$ cat config.mk
export PLATFORM = sky130hd
export DESIGN_NAME = jt900h_simirq
export DESIGN_NICKNAME = d
export VERILOG_FILES = /design/src/rtl/jt900h_simirq_pkg.sv /design/src/rtl/jt900h_simirq_chan.sv /design/src/rtl/jt900h_simirq.sv
export SDC_FILE = /design/constraint.sdc
export NUM_CORES = 1
export LEC_CHECK = 0
export BUFFER_PORTS_ARGS = -buffer_cell sky130_fd_sc_hd__buf_4
export CORE_ASPECT_RATIO = 1.1
export CORE_MARGIN = 2
export CORE_UTILIZATION = 59
export CTS_CLUSTER_SIZE = 10
export DETAILED_ROUTE_END_ITERATION = 10
export GPL_ROUTABILITY_DRIVEN = 0
export GPL_TIMING_DRIVEN = 0
export HOLD_SLACK_MARGIN = 0.12
export PLACE_DENSITY_LB_ADDON = 0.05
export SYNTH_ARGS = -nofsm -noshare
export SYNTH_HDL_FRONTEND = slang
export SYNTH_SLANG_ARGS = --single-unit
$ cat constraint.sdc
create_clock -name clk -period 5.15 [get_ports clk]
set_clock_uncertainty 0.15 [all_clocks]
set_input_delay 0.7725 -clock clk [delete_from_list [all_inputs] [get_ports clk]]
set_output_delay 0.7725 -clock clk [all_outputs]
set_load 0.05 [all_outputs]
$ cat src/rtl/jt900h_simirq_pkg.sv
// jt900h_simirq_pkg: shared register layout and channel state encoding for the
// jt900h simulation interrupt/control block.
// Optional feature macro: JT900H_SIMIRQ_RELOAD_EN (auto-reload timers).
package jt900h_simirq_pkg;

   // channel register fields
   localparam int CNT_MSB    = 15;
   localparam int CNT_LSB    = 8;
   localparam int LVL_MSB    = 2;
   localparam int LVL_LSB    = 0;
   localparam int RELOAD_BIT = 3;

   // byte distance between consecutive channel registers
   localparam int REG_STRIDE = 2;

`ifdef JT900H_SIMIRQ_RELOAD_EN
   localparam bit RELOAD_EN = 1'b1;
`else
   localparam bit RELOAD_EN = 1'b0;
`endif

   typedef enum logic [1:0] {
      IDLE  = 2'd0,
      COUNT = 2'd1,
      PEND  = 2'd2
   } chan_state_t;

   function automatic logic [15:0] chan_addr(input logic [15:0] base, input int unsigned idx);
      return base + 16'(REG_STRIDE * idx);
   endfunction

endpackage

$ cat src/rtl/jt900h_simirq_chan.sv
// jt900h_simirq_chan: one programmable interrupt timer channel.
// Decodes its own register write, counts down on cen and holds the pending flag
// until the arbiter in the top acknowledges it.
// Optional feature macro: JT900H_SIMIRQ_RELOAD_EN (auto-reload, via package RELOAD_EN).
module jt900h_simirq_chan
   import jt900h_simirq_pkg::*;
#(
   parameter int          CNTW = 8,
   parameter logic [15:0] ADDR = 16'hFFF0
) (
   input  logic            rst_n,
   input  logic            clk,
   input  logic            cen,
   input  logic [15:0]     i_addr,
   input  logic            i_we_lo,
   input  logic [CNTW-1:0] i_cnt,
   input  logic [2:0]      i_lvl,
   input  logic            i_reload,
   input  logic            i_ack,
   output logic            o_pend,
   output logic [2:0]      o_lvl
);

   chan_state_t     r_state, w_state_nx;
   logic [CNTW-1:0] r_cnt, w_cnt_nx;
   logic [CNTW-1:0] r_n, w_n_nx;
   logic [2:0]      r_lvl, w_lvl_nx;
   logic            r_rel, w_rel_nx;
   logic            w_hit, w_run, w_expire;

   assign w_hit    = i_we_lo && (i_addr == ADDR);
   // a reloading channel keeps counting while its interrupt is pending
   assign w_run    = (r_state == COUNT) || ((r_state == PEND) && r_rel);
   // counter stepping from 1 to 0 is the expiry event
   assign w_expire = w_run && cen && (r_cnt == CNTW'(1));

   // next-state: countdown, expiry, acknowledge, register write (write has priority)
   always_comb begin
      w_state_nx = r_state;
      w_cnt_nx   = r_cnt;
      w_n_nx     = r_n;
      w_lvl_nx   = r_lvl;
      w_rel_nx   = r_rel;

      // counter sits at 0 for one cen cycle after expiry, then reloads: period N+1
      if (w_run && cen) begin
         if (r_cnt == '0) w_cnt_nx = r_n;
         else             w_cnt_nx = r_cnt - CNTW'(1);
      end

      case (r_state)
         IDLE: ;
         COUNT: begin
            if (w_expire) begin
               if (r_lvl == '0) w_state_nx = r_rel ? COUNT : IDLE;
               else             w_state_nx = PEND;
            end
         end
         PEND: begin
            // an expiry coinciding with the ack re-arms the pending flag
            if (i_ack && !w_expire) w_state_nx = r_rel ? COUNT : IDLE;
         end
         default: w_state_nx = IDLE;
      endcase

      if (w_hit) begin
         if (i_cnt == '0) begin
            w_state_nx = IDLE;
            w_cnt_nx   = '0;
         end else begin
            w_state_nx = COUNT;
            w_cnt_nx   = i_cnt;
            w_n_nx     = i_cnt;
            w_lvl_nx   = i_lvl;
            w_rel_nx   = RELOAD_EN & i_reload;
         end
      end
   end

   // channel state registers
   always_ff @(posedge clk or negedge rst_n) begin
      if (!rst_n) begin
         r_state <= IDLE;
         r_cnt   <= '0;
         r_n     <= '0;
         r_lvl   <= '0;
         r_rel   <= 1'b0;
      end else begin
         r_state <= w_state_nx;
         r_cnt   <= w_cnt_nx;
         r_n     <= w_n_nx;
         r_lvl   <= w_lvl_nx;
         r_rel   <= w_rel_nx;
      end
   end

   assign o_pend = (r_state == PEND);
   assign o_lvl  = r_lvl;

endmodule

$ cat src/rtl/jt900h_simirq.sv
// jt900h_simirq: bus-snooping simulation controller with CH interrupt timers
// and a PASS/FAIL/STOP control word. Channel n register at BASE+2n, control
// word at SIMCTRL (16-bit address compare).
// Optional feature macro: JT900H_SIMIRQ_RELOAD_EN (auto-reload timers).
module jt900h_simirq
   import jt900h_simirq_pkg::*;
#(
   parameter int          CH      = 4,
   parameter int          AW      = 24,
   parameter int          CNTW    = 8,
   parameter logic [15:0] BASE    = 16'hFFF0,
   parameter logic [15:0] SIMCTRL = 16'hFFFE
) (
   input  logic          rst_n,
   input  logic          clk,
   input  logic          cen,
   input  logic [AW-1:0] addr,
   input  logic [15:0]   din,
   input  logic [1:0]    we,
   input  logic          irq_ack,
   output logic [2:0]    intrq,
   output logic          irq,
   output logic          pass,
   output logic          fail,
   output logic          stop,
   output logic [CH-1:0] pend
);

   localparam int SELW = (CH > 1) ? $clog2(CH) : 1;

   logic [15:0]     w_a16;
   logic [CH-1:0]   w_pend, w_ack;
   logic [2:0]      w_lvl [CH];
   logic            w_found;
   logic [2:0]      w_best;
   logic [SELW-1:0] w_sel;
   logic            w_ctrl_hit;
   logic            w_unused_bits;

   logic            r_irq;
   logic [2:0]      r_intrq;
   logic [SELW-1:0] r_sel;
   logic            r_pass, r_fail, r_stop;

   assign w_a16         = addr[15:0];
   assign w_ctrl_hit    = (w_a16 == SIMCTRL);
   assign w_unused_bits = ^{addr[AW-1:16], din[7:4]};

   generate
      for (genvar g = 0; g < CH; g++) begin : g_chan
         // ack goes only to the channel the CPU currently sees on intrq
         assign w_ack[g] = irq_ack && r_irq && (r_sel == SELW'(g));

         jt900h_simirq_chan #(
            .CNTW (CNTW),
            .ADDR (chan_addr(BASE, g))
         ) u_chan (
            .rst_n    (rst_n),
            .clk      (clk),
            .cen      (cen),
            .i_addr   (w_a16),
            .i_we_lo  (we[0]),
            .i_cnt    (CNTW'(din[CNT_MSB:CNT_LSB])),
            .i_lvl    (din[LVL_MSB:LVL_LSB]),
            .i_reload (din[RELOAD_BIT]),
            .i_ack    (w_ack[g]),
            .o_pend   (w_pend[g]),
            .o_lvl    (w_lvl[g])
         );
      end
   endgenerate

   // arbiter: highest level wins, strict compare keeps the lowest index on ties
   always_comb begin
      w_found = 1'b0;
      w_best  = '0;
      w_sel   = '0;
      for (int unsigned i = 0; i < CH; i++) begin
         if (w_pend[i] && (!w_found || (w_lvl[i] > w_best))) begin
            w_found = 1'b1;
            w_best  = w_lvl[i];
            w_sel   = SELW'(i);
         end
      end
   end

   // registered interrupt presentation and control strobes
   always_ff @(posedge clk or negedge rst_n) begin
      if (!rst_n) begin
         r_irq   <= 1'b0;
         r_intrq <= '0;
         r_sel   <= '0;
         r_pass  <= 1'b0;
         r_fail  <= 1'b0;
         r_stop  <= 1'b0;
      end else begin
         r_irq   <= w_found;
         r_intrq <= w_best;
         r_sel   <= w_sel;
         r_pass  <= w_ctrl_hit && we[0] && din[0];
         r_fail  <= w_ctrl_hit && we[0] && !din[0];
         r_stop  <= w_ctrl_hit && we[1];
      end
   end

   assign irq   = r_irq;
   assign intrq = r_intrq;
   assign pass  = r_pass;
   assign fail  = r_fail;
   assign stop  = r_stop;
   assign pend  = w_pend;

endmodule

==> results of run 1 <==
[routing by layer]
layer / vias to the layer above / track usage (%) / share of wire [%]
li1: 2152 / - / -
met1: 2268 / 37.9 / 44
met2: 104 / 45.9 / 50
met3: 31 / 3.85 / 3.5
met4: 0 / 13.4 / 3.0
met5: - / 0 / 0
[critical path, delay by kind of cell, from the launching register on]
| kind | cells | cell delay [ns] |
|---|---|---|
| AO/OA/AOI/OAI | 9 | 1.84 |
| AND/OR/NAND/NOR | 7 | 1.14 |
| buffers and inverters | 1 | 0.20 |
| adder cells (fa/ha/maj) | 3 | 0.92 |
| flip-flops | 1 | 0.41 |
[cells by family after synthesis]
group,Yosys count,share of synthesized area (%)
fa+ha+maj,21,4.92
compound gates,163,21.0
flops,93,43.6
mux,22,4.76
buf+inv,57,4.71
simple gates,204,21.0
[power by group through the flow]
stage / clock (mW) / sequential (mW) / combinational [mW]
2_1_floorplan: 0 / 0.857 / 0.316
3_3_place_gp: 0 / 0.869 / 0.413
3_5_place_dp: 0 / 0.873 / 0.430
4_1_cts: 0.511 / 0.860 / 0.433
5_1_grt: 0.542 / 0.872 / 0.494
6_report: 0.501 / 0.863 / 0.436
[flip-flops by register name (all words and copies together), names as in the netlist]
signal,cells
g_chan.u_chan.r_cnt,32
g_chan.u_chan.r_n,32
g_chan.u_chan.o_lvl,12
g_chan.u_chan.r_state,8
intrq,3
r_sel,2
fail,1
irq,1
pass,1
stop,1
[worst paths after layout]
path,startpoint,to,cells past startpoint
worst max-delay path,g_chan[0].u_chan.r_state[0],intrq[2],20
worst min-delay path,g_chan[1].u_chan.r_n[7],g_chan[1].u_chan.r_n[7],2
worst max register to register,g_chan[0].u_chan.r_state[0],intrq[2],20
worst min register to register,g_chan[1].u_chan.r_n[7],g_chan[1].u_chan.r_n[7],2
max in group asynchronous,rst_n,fail,1
min in group asynchronous,rst_n,stop,1
[what timing repair did]
item / 4_1_cts / 5_1_grt
hold buffers: 0 / 0
endpoints found under the setup margin: 0 / 5
gates resized for setup: 0 / 4
[per-stage QoR]
stage	hold slack, ns	util (%)	power, mW
2_1_floorplan	0.283	-	1.17
3_3_place_gp	0.305	65.3	1.28
3_5_place_dp	0.301	65.3	1.30
4_1_cts	0.322	67.5	1.80
5_1_grt	0.357	67.7	1.91
6_report	0.318	67.7	1.80
[cell type report]
class	instances	area, um^2	share of cell area [%]
multi-input cells	410	2770	46.4
flip-flops and latches	93	2330	39.0
repair buffers	38	285	4.77
plain buffers	30	150	2.51
well taps	114	143	2.39
clock buffers	11	141	2.37
inverters	26	97.6	1.63
clock inverters	5	58.8	0.984
[placed cells by master, fill, tap and decap left out, drive strengths merged, types with 3 or more instances in the layout]
cell     netlist  layout
buf           17      55
or2            3       3
nand4          6       6
nand2         59      59
dfrtp         93      93
o21ai         40      40
a21bo          4       4
a21o           7       7
clkbuf        14      24
nand3b         6       6
nor4           9       9
and2           6       6
a2bb2oi        4       4
o311ai         5       5
o211ai         3       3
o22ai          5       5
and3           3       3
mux2i          4       4
nand3         17      17
nand2b         8       8
nor3b          3       3
a22oi          6       6
inv           26      27
a21oi         25      25
a211o          3       3
nor2          37      37
a211oi         6       6
a31oi          3       3
a22o          21      21
and3b          7       7
o21a           5       5
nor3          18      18
nor2b          6       6
ha            21      21
mux2          18      18
or4            4       4
o2bb2ai        3       3
o31ai         11      11
==> summary.md, run 1 <==
| Metric | Value |
|---|---|
| Outcome | complete, no violations |
| Antenna cells | 0 |
| Drt pass-1 iters | 5 |
| Initial antenna violation count | 0 |
| Root Buffer | clkbuf_8 |
| Area growth syn-to-layout | 12.0% |
| Gate Count Post-Synth | 560 |
| Sequential fraction of design power | 47.9% |
| Pleak | 2.89 nW |
| Gate power share | 24.2% |
| Die height | 104 um |
| Worst-path fanout max | 9 |
| H-tree depth | 3 |
| Period utilization | 92.4% |
| Worst-Margin Slew | 1.17 ns |
| Initial DRC Count | 287 |
| Crit path largest cell delay | 0.41 ns |
| Core ar. | 8830 um^2 |
| Post-place setup slack | 0.126 ns |
| Post-synth design cell area | 5340 um^2 |
| Antenna viol nets, final | 0 |
| Post-synth ARST share | 100% |
| Critical path endpoint category | flop |
| Synth area leaders | dfrtp_1 (44%), ha_1 (4.9%), nand2_1 (4.1%), o21ai_0 (3.5%), a22o_1 (3.4%) |
| Vias | 4555 |
| Io pins | 57 |
| Max cap viols | 0 |
| Warnings, synthesis | 0 |
| WS Path Type | reg2reg |
| Power Internal | 1.21 mW |
| Crit path max-delay cell type | dfrtp_1 |
| Clk Latency, worst-skew pair | 0.36 ns |
| Overall Global Routing Usage | 28.5% |
| Grt ovf | 0 |
| Crit path cell chain | nand2b_1 > inv_1 > nand2_1 > ha_1 > and3b_1 > o21ai_0 > a21oi_1 > a22oi_2 > ha_1 > a21o_1 > o211ai_1 > and2_2 > nor2_1 > a21o_1 > ha_1 > nand3b_1 > a32oi_1 > o21ai_2 > and2_1 > a211oi_1 |
| Fmax | 210 MHz |
| Cell Pwr Density | 301 nW/um^2 |
| Post-Route Setup TNS | 0 ns |
| RSZ-0062 raised after global routing | false |
| Worst EP arrival | 4.88 ns |
| Prevailing post-synth register cell | dfrtp_1 |
| Std cell rows | 36 |
| Avg Vias per Cell | 6.27 |
| Starting Density | 60.4% |
| Yosys cell types | 69 |
| # DRC | 0 |
| Max rail drop VDD | 176 uV |
| CP Data Required Time | 5.27 ns |
| Detailed-placement wirelength estimate | 9460 um |
| TritonCTS sink count | 93 |
| Post-synth top area share | 43.6% |
| Clk slew on worst S/H paths | 0.09 ns |
| Slew headroom | 21.8% |
| Largest area contributor in the netlist | dfrtp_1 |
| Fin cells | 727 |
| Final WL | 13200 um |
| NumNets Final | 675 |
| DR WL/cell | 18.2 um |
| Hold WC Path Type | reg2reg |
| Max Transition Viols Final | 0 |
| Register area share after synthesis | 43.6% |
| Global-route wire length before repair | 22100 um |
| Count leader, synth | dfrtp_1 |
| Die ar. | 9820 um^2 |
| Placed inst area | 5760 um^2 |
| Die X-Extent | 94.7 um |
| FF+latch count, synth | 93 |
| Min Tclk post-route | 4.76 ns |
| Setup bufs post-CTS | 0 |
| Design area | 5970 um^2 |
| Syn_nets | 627 |
| Layout fillers | 706 |
| Avg Cell Area, Syn | 9.53 um^2 |
| CTS buffer count | 9 |
| Input/output buffers | 38 |
| CTS tree | done |
| Setup violations, final | 0 |
| Largest net degree at the start of global routing | 94 |
| Clock network fraction of design power | 27.8% |
| Share of layout cells above drive strength 1 | 17.5% |
| Clock buffer depth | 2 |
| Psw | 0.589 mW |
| Switching Share | 32.7% |
| Hold Vio Cnt, Final | 0 |
| EDFF count, synth | 0 |
| Vias in the first global route | 4583 |
| FF-to-FF setup slack | 0.39 ns |
| Placed cell count | 712 |
| Final WS setup | 0.390 ns |
| Most frequent CP cell | ha_1 |
| CP Launch Type | flop |
| Post-synth top cells | dfrtp_1 (93), nand2_1 (58), o21ai_0 (37) |
No activity file was read; power rests on OpenSTA's default activity.
==> run 2, diff against run 1 <==
--- a/config.mk
+++ b/config.mk
@@ -8,7 +8,7 @@
 export BUFFER_PORTS_ARGS = -buffer_cell sky130_fd_sc_hd__buf_4
 export CORE_ASPECT_RATIO = 1.1
 export CORE_MARGIN = 2
-export CORE_UTILIZATION = 59
+export CORE_UTILIZATION = 60
 export CTS_CLUSTER_SIZE = 10
 export DETAILED_ROUTE_END_ITERATION = 10
 export GPL_ROUTABILITY_DRIVEN = 0
@@ -17,4 +17,5 @@
 export PLACE_DENSITY_LB_ADDON = 0.05
 export SYNTH_ARGS = -nofsm -noshare
 export SYNTH_HDL_FRONTEND = slang
+export SYNTH_HIERARCHICAL = 1
 export SYNTH_SLANG_ARGS = --single-unit
==> run 2 against run 1 <==
  * Worst hold slack improved by 0.035 ns
  * Synthesized cell count increased by 6.1%
  * Global-route usage increased by 0.26 points
  * Critical path type unchanged
  * Synthesized area increased by 11%
  * Register-to-register slack got worse by 0.03 ns
  * Worst setup slack got worse by 0.025 ns
==> summary.md, run 2 <==
| Metric | Value |
|---|---|
| Synth area leaders | dfrtp_1 (39%), mux2_2 (7.4%), ha_1 (4.4%), a22o_1 (3.5%), o31ai_1 (2.9%) (was dfrtp_1 (44%), ha_1 (4.9%), nand2_1 (4.1%), o21ai_0 (3.5%), a22o_1 (3.4%)) |
| Antenna cells | 0 (unchanged) |
| Warnings, synthesis | 6 (was 0) |
| Post-synth top cells | dfrtp_1 (93), mux2_2 (39), nand2_1 (31) (was dfrtp_1 (93), nand2_1 (58), o21ai_0 (37)) |
| Share of layout cells above drive strength 1 | 23.2% (was 17.5%) |
| Final WL | 14700 um (was 13200 um) |
| Min Tclk post-route | 4.79 ns (was 4.76 ns) |
| Reg-to-reg startpoint | g_chan[0].u_chan/r_state[0] (was g_chan[0].u_chan.r_state[0]) |
| Die X-Extent | 98.8 um (was 94.7 um) |
| Design area | 6560 um^2 (was 5970 um^2) |
| Outcome | complete, no violations (unchanged) |
| FF+latch count, synth | 93 (unchanged) |
| Vias | 5048 (was 4555) |
| Initial DRC Count | 224 (was 287) |
| Drt pass-1 iters | 7 (was 5) |
| CP Launch Type | flop (unchanged) |
| Post-synth top area share | 39.3% (was 43.6%) |
| NumNets Final | 715 (was 675) |
| Largest net degree at the start of global routing | 94 (unchanged) |
| Post-Route Setup TNS | 0 ns (unchanged) |
| Fmax | 209 MHz (was 210 MHz) |
| Die height | 108 um (was 104 um) |
| EDFF count, synth | 0 (unchanged) |
| Root Buffer | clkbuf_8 (unchanged) |
| Slew headroom | 22.2% (was 21.8%) |
| Std cell rows | 38 (was 36) |
| Largest area contributor in the netlist | dfrtp_1 (unchanged) |
| WS Path Type | reg2reg (unchanged) |
| Syn_nets | 661 (was 627) |
| DR WL/cell | 19.0 um (was 18.2 um) |
| Worst EP arrival | 4.90 ns (was 4.88 ns) |
| Count leader, synth | dfrtp_1 (unchanged) |
| Avg Cell Area, Syn | 9.98 um^2 (was 9.53 um^2) |
| Setup violations, final | 0 (unchanged) |
| # DRC | 0 (unchanged) |
| Max Transition Viols Final | 0 (unchanged) |
| Critical path endpoint category | flop (unchanged) |
| Commonest non-fill, non-tap cell in the layout | dfrtp_1 (unchanged) |
| Worst-Margin Slew | 1.16 ns (was 1.17 ns) |
| Avg Vias per Cell | 6.54 (was 6.27) |
| Prevailing post-synth register cell | dfrtp_1 (unchanged) |
| Pleak | 3.06 nW (was 2.89 nW) |
| Die ar. | 10700 um^2 (was 9820 um^2) |
| Post-synth design cell area | 5930 um^2 (was 5340 um^2) |
| Antenna viol nets, final | 0 (unchanged) |
| RSZ-0062 raised after global routing | false (unchanged) |
| Multi-input gate area | 3300 um^2 (was 2770 um^2) |
| Area growth syn-to-layout | 10.7% (was 12.0%) |
| CP Data Required Time | 5.26 ns (was 5.27 ns) |
| Max rail drop VDD | 126 uV (was 176 uV) |
| H-tree depth | 3 (unchanged) |
| Hold-fix buffers, CTS | 0 (unchanged) |
| Global-route wire length before repair | 24200 um (was 22100 um) |
| Cell Pwr Density | 187 nW/um^2 (was 301 nW/um^2) |
| Yosys cell types | 57 (was 69) |
| TritonCTS sink count | 93 (unchanged) |
| Layout fillers | 787 (was 706) |
| Gate Count Post-Synth | 594 (was 560) |
| Period utilization | 92.9% (was 92.4%) |
| Hold Vio Cnt, Final | 0 (unchanged) |
| Clk Latency, worst-skew pair | 0.36 ns (about the same) |
| Grt ovf | 0 (unchanged) |
| Vias in the first global route | 4934 (was 4583) |
| Post-synth ARST share | 100% (unchanged) |
| Register Area | 2330 um^2 (unchanged) |
| Max cap viols | 0 (unchanged) |
| Crit. Startpoint | g_chan[0].u_chan/r_state[0] (was g_chan[0].u_chan.r_state[0]) |
| Hold_sp | g_chan[1].u_chan/r_n[3] (was g_chan[1].u_chan.r_n[7]) |
| CTS buffer count | 9 (unchanged) |
| Overall Global Routing Usage | 28.8% (was 28.5%) |
| Worst-path fanout max | 9 (unchanged) |
| Detailed-placement wirelength estimate | 10300 um (was 9460 um) |
| Initial antenna violation count | 0 (unchanged) |
| Input/output buffers | 43 (was 38) |
| Register area share after synthesis | 39.3% (was 43.6%) |
| Core ar. | 9750 um^2 (was 8830 um^2) |
| CTS tree | done (unchanged) |
| Io pins | 57 (unchanged) |
| Clk slew on worst S/H paths | 0.09 ns (about the same) |
| Placed inst area | 6400 um^2 (was 5760 um^2) |
| Clock buffer depth | 2 (unchanged) |
| Hold WC Path Type | reg2reg (unchanged) |
| Commonest cells after routing, fill and taps aside | dfrtp_1 (93), buf_4 (43), mux2_2 (39) (was dfrtp_1 (93), nand2_1 (58), buf_4 (42)) |
| Starting Density | 60.8% (was 60.4%) |
[run 2: repair_timing]
action,4_1_cts,5_1_grt
gates resized for setup,0,1
endpoints found under the setup margin,0,4
buffers inserted,0,0
[run 2: power by group]
group | total [mW] | leakage [nW] | switching [mW] | internal, mW
sequential | 0.731 | 1.26 | 0.000620 | 0.730
combinational | 0.0700 | 1.72 | 0.0483 | 0.0217
clock | 0.430 | 0.0833 | 0.244 | 0.186
[run 2: cell type report]
cell class | count | area share (%)
Buffer | 31 | 3.24
Clock buffer | 13 | 2.27
Clock inverter | 2 | 0.153
Inverter | 24 | 1.37
Multi-Input combinational cell | 446 | 50.3
Sequential cell | 93 | 35.5
Tap cell | 120 | 2.29
Timing Repair Buffer | 43 | 4.92
[run 2: path summary, 6_finish.rpt]
check / endpoint / slack, ns / cells after the start
worst max register to register: intrq[2] / 0.36 / 19
worst max-delay path: intrq[2] / 0.36 / 19
max in group asynchronous: fail / 3.64 / 1
worst min-delay path: g_chan[1].u_chan/r_n[3] / 0.35 / 1
worst min register to register: g_chan[1].u_chan/r_n[3] / 0.35 / 1
min in group asynchronous: g_chan[2].u_chan/r_n[0] / 0.48 / 1
[run 2: routing by layer]
metal | global-route usage [%] | vias up | part of all wire (%)
met1 | 37.7 | 2496 | 44
li1 | - | 2383 | -
met5 | 0 | - | 0
met4 | 13.1 | 0 | 2.9
met2 | 47.2 | 143 | 49
met3 | 4.65 | 26 | 4.1
[run 2: kinds of logic (layout without fill, tap and decap cells)]
kind of cell	count (synthesis)	in the layout	share of synthesized area, %
multiplexers	47	47	8.76
AO/OA/AOI/OAI	161	161	20.7
adder cells (fa/ha/maj)	21	21	4.43
flip-flops	93	93	39.3
buffers and inverters	55	113	5.11
AND/OR/NAND/NOR	217	217	21.7
[run 2: worst max-delay path, cell delays in order, from the launching register on]
cell,delay (ns)
dfrtp_1,0.41
nor2b_2,0.40
nand2_1,0.10
ha_1,0.33
nor2b_4,0.14
a221oi_2,0.31
o21ai_2,0.16
a32oi_2,0.33
ha_1,0.31
a21oi_1,0.15
a21oi_1,0.11
o21ai_2,0.29
nor2_1,0.07
a21o_1,0.16
ha_1,0.30
nand3b_1,0.09
a32oi_1,0.19
o21ai_1,0.18
and2_1,0.24
a211oi_1,0.26
[run 2: per-stage QoR]
step | total power, mW | utilization, % | std cells | hold slack (ns) | setup WS (ns)
2_1_floorplan | 0.754 | - | 594 | 0.307 | 0.151
3_3_place_gp | 0.814 | 65.7 | 757 | 0.326 | 0.318
3_5_place_dp | 0.815 | 65.7 | 757 | 0.330 | 0.140
4_1_cts | 1.24 | 67.3 | 772 | 0.351 | 0.119
5_1_grt | 1.27 | 67.3 | 772 | 0.364 | 0.0834
6_report | 1.23 | 67.3 | 772 | 0.353 | 0.365
==> run 3, diff against run 2 <==
--- a/config.mk
+++ b/config.mk
@@ -5,6 +5,7 @@
 export SDC_FILE = /design/constraint.sdc
 export NUM_CORES = 1
 export LEC_CHECK = 0
+export ABC_AREA = 1
 export BUFFER_PORTS_ARGS = -buffer_cell sky130_fd_sc_hd__buf_4
 export CORE_ASPECT_RATIO = 1.1
 export CORE_MARGIN = 2
==> run 3 against run 2 <==
  * Routed wire length rose by 11%
  * First-iteration DRC count rose by 61%
  * Worst hold slack got worse by 0.034 ns
  * Largest power group unchanged
  * Sequential share of layout area fell by 2.2 points
  * Highest routed layer unchanged
  * Non-clock buffer count fell by 23
  * Synthesized cell count rose by 54%
==> summary.md, run 3 <==
| Metric | Value |
|---|---|
| Max rail drop VDD | 226 uV (was 126 uV) |
| Max Transition Viols Final | 0 (unchanged) |
| Reg-to-reg startpoint | g_chan[0].u_chan/r_state[0] (unchanged) |
| Die X-Extent | 101 um (was 98.8 um) |
| Top Usage Layer GRT | met2 (unchanged) |
| Antenna viol nets, final | 0 (unchanged) |
| Hold-fix buffers, CTS | 0 (unchanged) |
| Max cap viols | 0 (unchanged) |
| Worst-Margin Slew | 1.21 ns (was 1.16 ns) |
| Crit path largest cell delay | 0.46 ns (was 0.41 ns) |
| Post-synth ARST share | 100% (unchanged) |
| Grt ovf | 0 (unchanged) |
| FF-to-FF setup slack | 0.88 ns (was 0.36 ns) |
| Gate Count Post-Synth | 914 (was 594) |
| Post-Route Setup TNS | 0 ns (unchanged) |
| Yosys cell types | 38 (was 57) |
| Fmax | 234 MHz (was 209 MHz) |
| Vias in the first global route | 5778 (was 4934) |
| Gate power share | 22.6% (was 5.7%) |
| Overall Global Routing Usage | 30.7% (was 28.8%) |
| Synth area leaders | dfrtp_1 (37%), nand2_1 (23%), nand3_1 (8.8%), nor2_1 (4.9%), inv_1 (4.8%) (was dfrtp_1 (39%), mux2_2 (7.4%), ha_1 (4.4%), a22o_1 (3.5%), o31ai_1 (2.9%)) |
| Post-synth top area share | 37.3% (was 39.3%) |
| TritonCTS sink count | 93 (unchanged) |
| Count leader, synth | nand2_1 (was dfrtp_1) |
| Largest area contributor in the netlist | dfrtp_1 (unchanged) |
| Avg Vias per Cell | 5.58 (was 6.54) |
| Worst EP arrival | 4.35 ns (was 4.90 ns) |
| Starting Density | 61.0% (was 60.8%) |
| CP Data Required Time | 5.23 ns (was 5.26 ns) |
| Final WL | 16300 um (was 14700 um) |
| Avg Cell Area, Syn | 6.84 um^2 (was 9.98 um^2) |
| Share of layout cells above drive strength 1 | 12.2% (was 23.2%) |
| EDFF count, synth | 0 (unchanged) |
| Worst Path Buf+Inv | 3 (was 0) |
| Syn_nets | 981 (was 661) |
| Largest net degree at the start of global routing | 94 (unchanged) |
| Multi-input gate area | 3500 um^2 (was 3300 um^2) |
| Cell family with most CP delay | simple AND/OR/NAND/NOR gates (was compound AO/OA/AOI/OAI gates) |
| NumNets Final | 1035 (was 715) |
| Worst flop-to-flop path endpoint | intrq[0] (was intrq[2]) |
| Cell Pwr Density | 260 nW/um^2 (was 187 nW/um^2) |
| Global-route wire length before repair | 27300 um (was 24200 um) |
| Die height | 111 um (was 108 um) |
| Root Buffer | clkbuf_16 (was clkbuf_8) |
| Hold Path Depth | 2 (was 1) |
| Min Tclk post-route | 4.27 ns (was 4.79 ns) |
| # DRC | 0 (unchanged) |
| Sequential fraction of design power | 42.7% (was 59.4%) |
| Drt pass-1 iters | 6 (was 7) |
| FF+latch count, synth | 93 (unchanged) |
| PostCTS Resize Cnt | 0 (unchanged) |
| Slew headroom | 19.5% (was 22.2%) |
| DR WL/cell | 14.8 um (was 19.0 um) |
| Reg2reg path depth | 29 (was 19) |
| Critical path endpoint category | flop (unchanged) |
| Commonest cells after routing, fill and taps aside | nand2_1 (376), nand3_1 (110), dfrtp_1 (93) (was dfrtp_1 (93), buf_4 (43), mux2_2 (39)) |
| Hold endpoint | g_chan[2].u_chan/r_n[5] (was g_chan[1].u_chan/r_n[3]) |
| Input/output buffers | 43 (unchanged) |
| Period utilization | 83.0% (was 92.9%) |
| Psw | 0.596 mW (was 0.293 mW) |
| Fin cells | 1096 (was 772) |
| H-tree depth | 3 (unchanged) |
| Detailed-placement wirelength estimate | 11700 um (was 10300 um) |
| CP Launch Type | flop (unchanged) |
| Clock buffer depth | 2 (unchanged) |
| Crit path max-delay cell type | nor2_1 (was dfrtp_1) |
| Vias | 6119 (was 5048) |
| Pleak | 3.81 nW (was 3.06 nW) |
| Core ar. | 10200 um^2 (was 9750 um^2) |
| Setup violations, final | 0 (unchanged) |
| Prevailing post-synth register cell | dfrtp_1 (unchanged) |
| CTS buffer count | 9 (unchanged) |
| Met2 usage | 50.7% (was 47.2%) |
| Warnings, synthesis | 6 (unchanged) |
| Setup bufs post-CTS | 0 (unchanged) |
| Initial antenna violation count | 0 (unchanged) |
| CTS tree | done (unchanged) |
| RSZ-0062 raised after global routing | false (unchanged) |
| Worst-path fanout max | 7 (was 9) |
| WS Path Type | reg2reg (unchanged) |
| Hold WC Path Type | reg2reg (unchanged) |
| Clk Latency, worst-skew pair | 0.35 ns (was 0.36 ns) |
| Outcome | complete, no violations (unchanged) |
| Total power | 1.82 mW (was 1.23 mW) |
| Std cell rows | 39 (was 38) |
| Hold_sp | g_chan[2].u_chan/r_n[5] (was g_chan[1].u_chan/r_n[3]) |
| Post-synth design cell area | 6250 um^2 (was 5930 um^2) |
| Post-synth top cells | nand2_1 (376), nand3_1 (110), dfrtp_1 (93) (was dfrtp_1 (93), mux2_2 (39), nand2_1 (31)) |
| Register area share after synthesis | 37.3% (was 39.3%) |
| Global Route met3 Usage | 4.10% (was 4.65%) |
| Clock network fraction of design power | 34.7% (was 34.9%) |
| Commonest non-fill, non-tap cell in the layout | nand2_1 (was dfrtp_1) |
| Clk slew on worst S/H paths | 0.07 ns (was 0.09 ns) |
| Die ar. | 11200 um^2 (was 10700 um^2) |
| Area growth syn-to-layout | 12.1% (was 10.7%) |
| Hold Vio Cnt, Final | 0 (unchanged) |
| Placed cell count | 1080 (was 757) |
| Switching Share | 32.7% (was 23.8%) |
| Layout fillers | 908 (was 787) |
| Initial DRC Count | 361 (was 224) |
| GR Layer Usage met1 | 41.2% (was 37.7%) |
| Io pins | 57 (unchanged) |
| Most frequent CP cell | nand2_1 (was ha_1) |
| Antenna cells | 0 (unchanged) |
| Register Area | 2330 um^2 (unchanged) |
| Power Internal | 1.23 mW (was 0.937 mW) |
## run 3: changes by cell type in the layout (fill, tap and decap cells not counted), moves of 14 or more
cell,delta
nand2_1,+345
nand3_1,+90
inv_1,+56
nor2_1,+56
mux2_2,-39
a22o_1,-24
o31ai_1,-20
nor3_1,-18
clkbuf_1,-17
a21o_1,-14
## run 3: layout make-up
cell class,instances,area share [%]
plain buffers,8,1.00
clock buffers,10,3.41
clock inverters,6,0.554
inverters,90,4.99
multi-input cells,723,50.0
flip-flops and latches,93,33.2
well taps,123,2.20
repair buffers,43,4.61
## run 3: worst reg2reg max path: cells and delay by family (launching register included)
family,cells,cell delay (ns)
AND/OR/NAND/NOR,17,1.79
adder cells (fa/ha/maj),3,0.96
AO/OA/AOI/OAI,6,0.64
flip-flops,1,0.40
buffers and inverters,3,0.22
## run 3: worst max-delay path by stage
stage | start | to | cells past startpoint
floorplan | g_chan[0].u_chan/r_state[0] | intrq[2] | 29
global placement | g_chan[0].u_chan/r_state[0] | intrq[0] | 29
detailed placement | g_chan[0].u_chan/r_state[0] | intrq[1] | 29
CTS | g_chan[0].u_chan/r_state[0] | intrq[1] | 29
global route | g_chan[0].u_chan/r_state[0] | intrq[1] | 29
finish | g_chan[0].u_chan/r_state[0] | intrq[0] | 29
## run 3: power groups by stage
stage                     sequential, mW  combinational (mW)  clock, mW
after global routing               0.780               0.452      0.670
after global placement             0.790               0.400          0
final                              0.777               0.412      0.632
after CTS                          0.777               0.412      0.642
after floorplan                    0.836               0.219          0
after detailed placement           0.791               0.410          0
## run 3: metrics by stage
| stage | instance area, um^2 | hold WS, ns | utilization [%] | setup slack [ns] |
|---|---|---|---|---|
| detailed placement | 6720 | 0.303 | 65.6 | 0.945 |
| CTS | 7000 | 0.318 | 68.3 | 0.917 |
| global placement | 6720 | 0.301 | 65.6 | 1.05 |
| finish | 7000 | 0.319 | 68.3 | 0.877 |
| global route | 7000 | 0.345 | 68.3 | 0.542 |
| floorplan | 6250 | 0.285 | - | 0.725 |
## run 3: cells by family after synthesis
logic type / after synthesis / synth area share (%)
AOI/OAI and AO/OA: 44 / 3.91
xor gates and xnor gates: 12 / 1.68
adders and majority gates: 21 / 4.21
buffers and inverters: 98 / 6.71
DFF: 93 / 37.3
and+or+nand+nor: 646 / 46.2
## run 3: routing by layer
metal  wire (um)  share of wire [%]
met5           0                  0
met4         443                2.7
met3         931                5.7
met2        7870                 48
met1        7010                 43
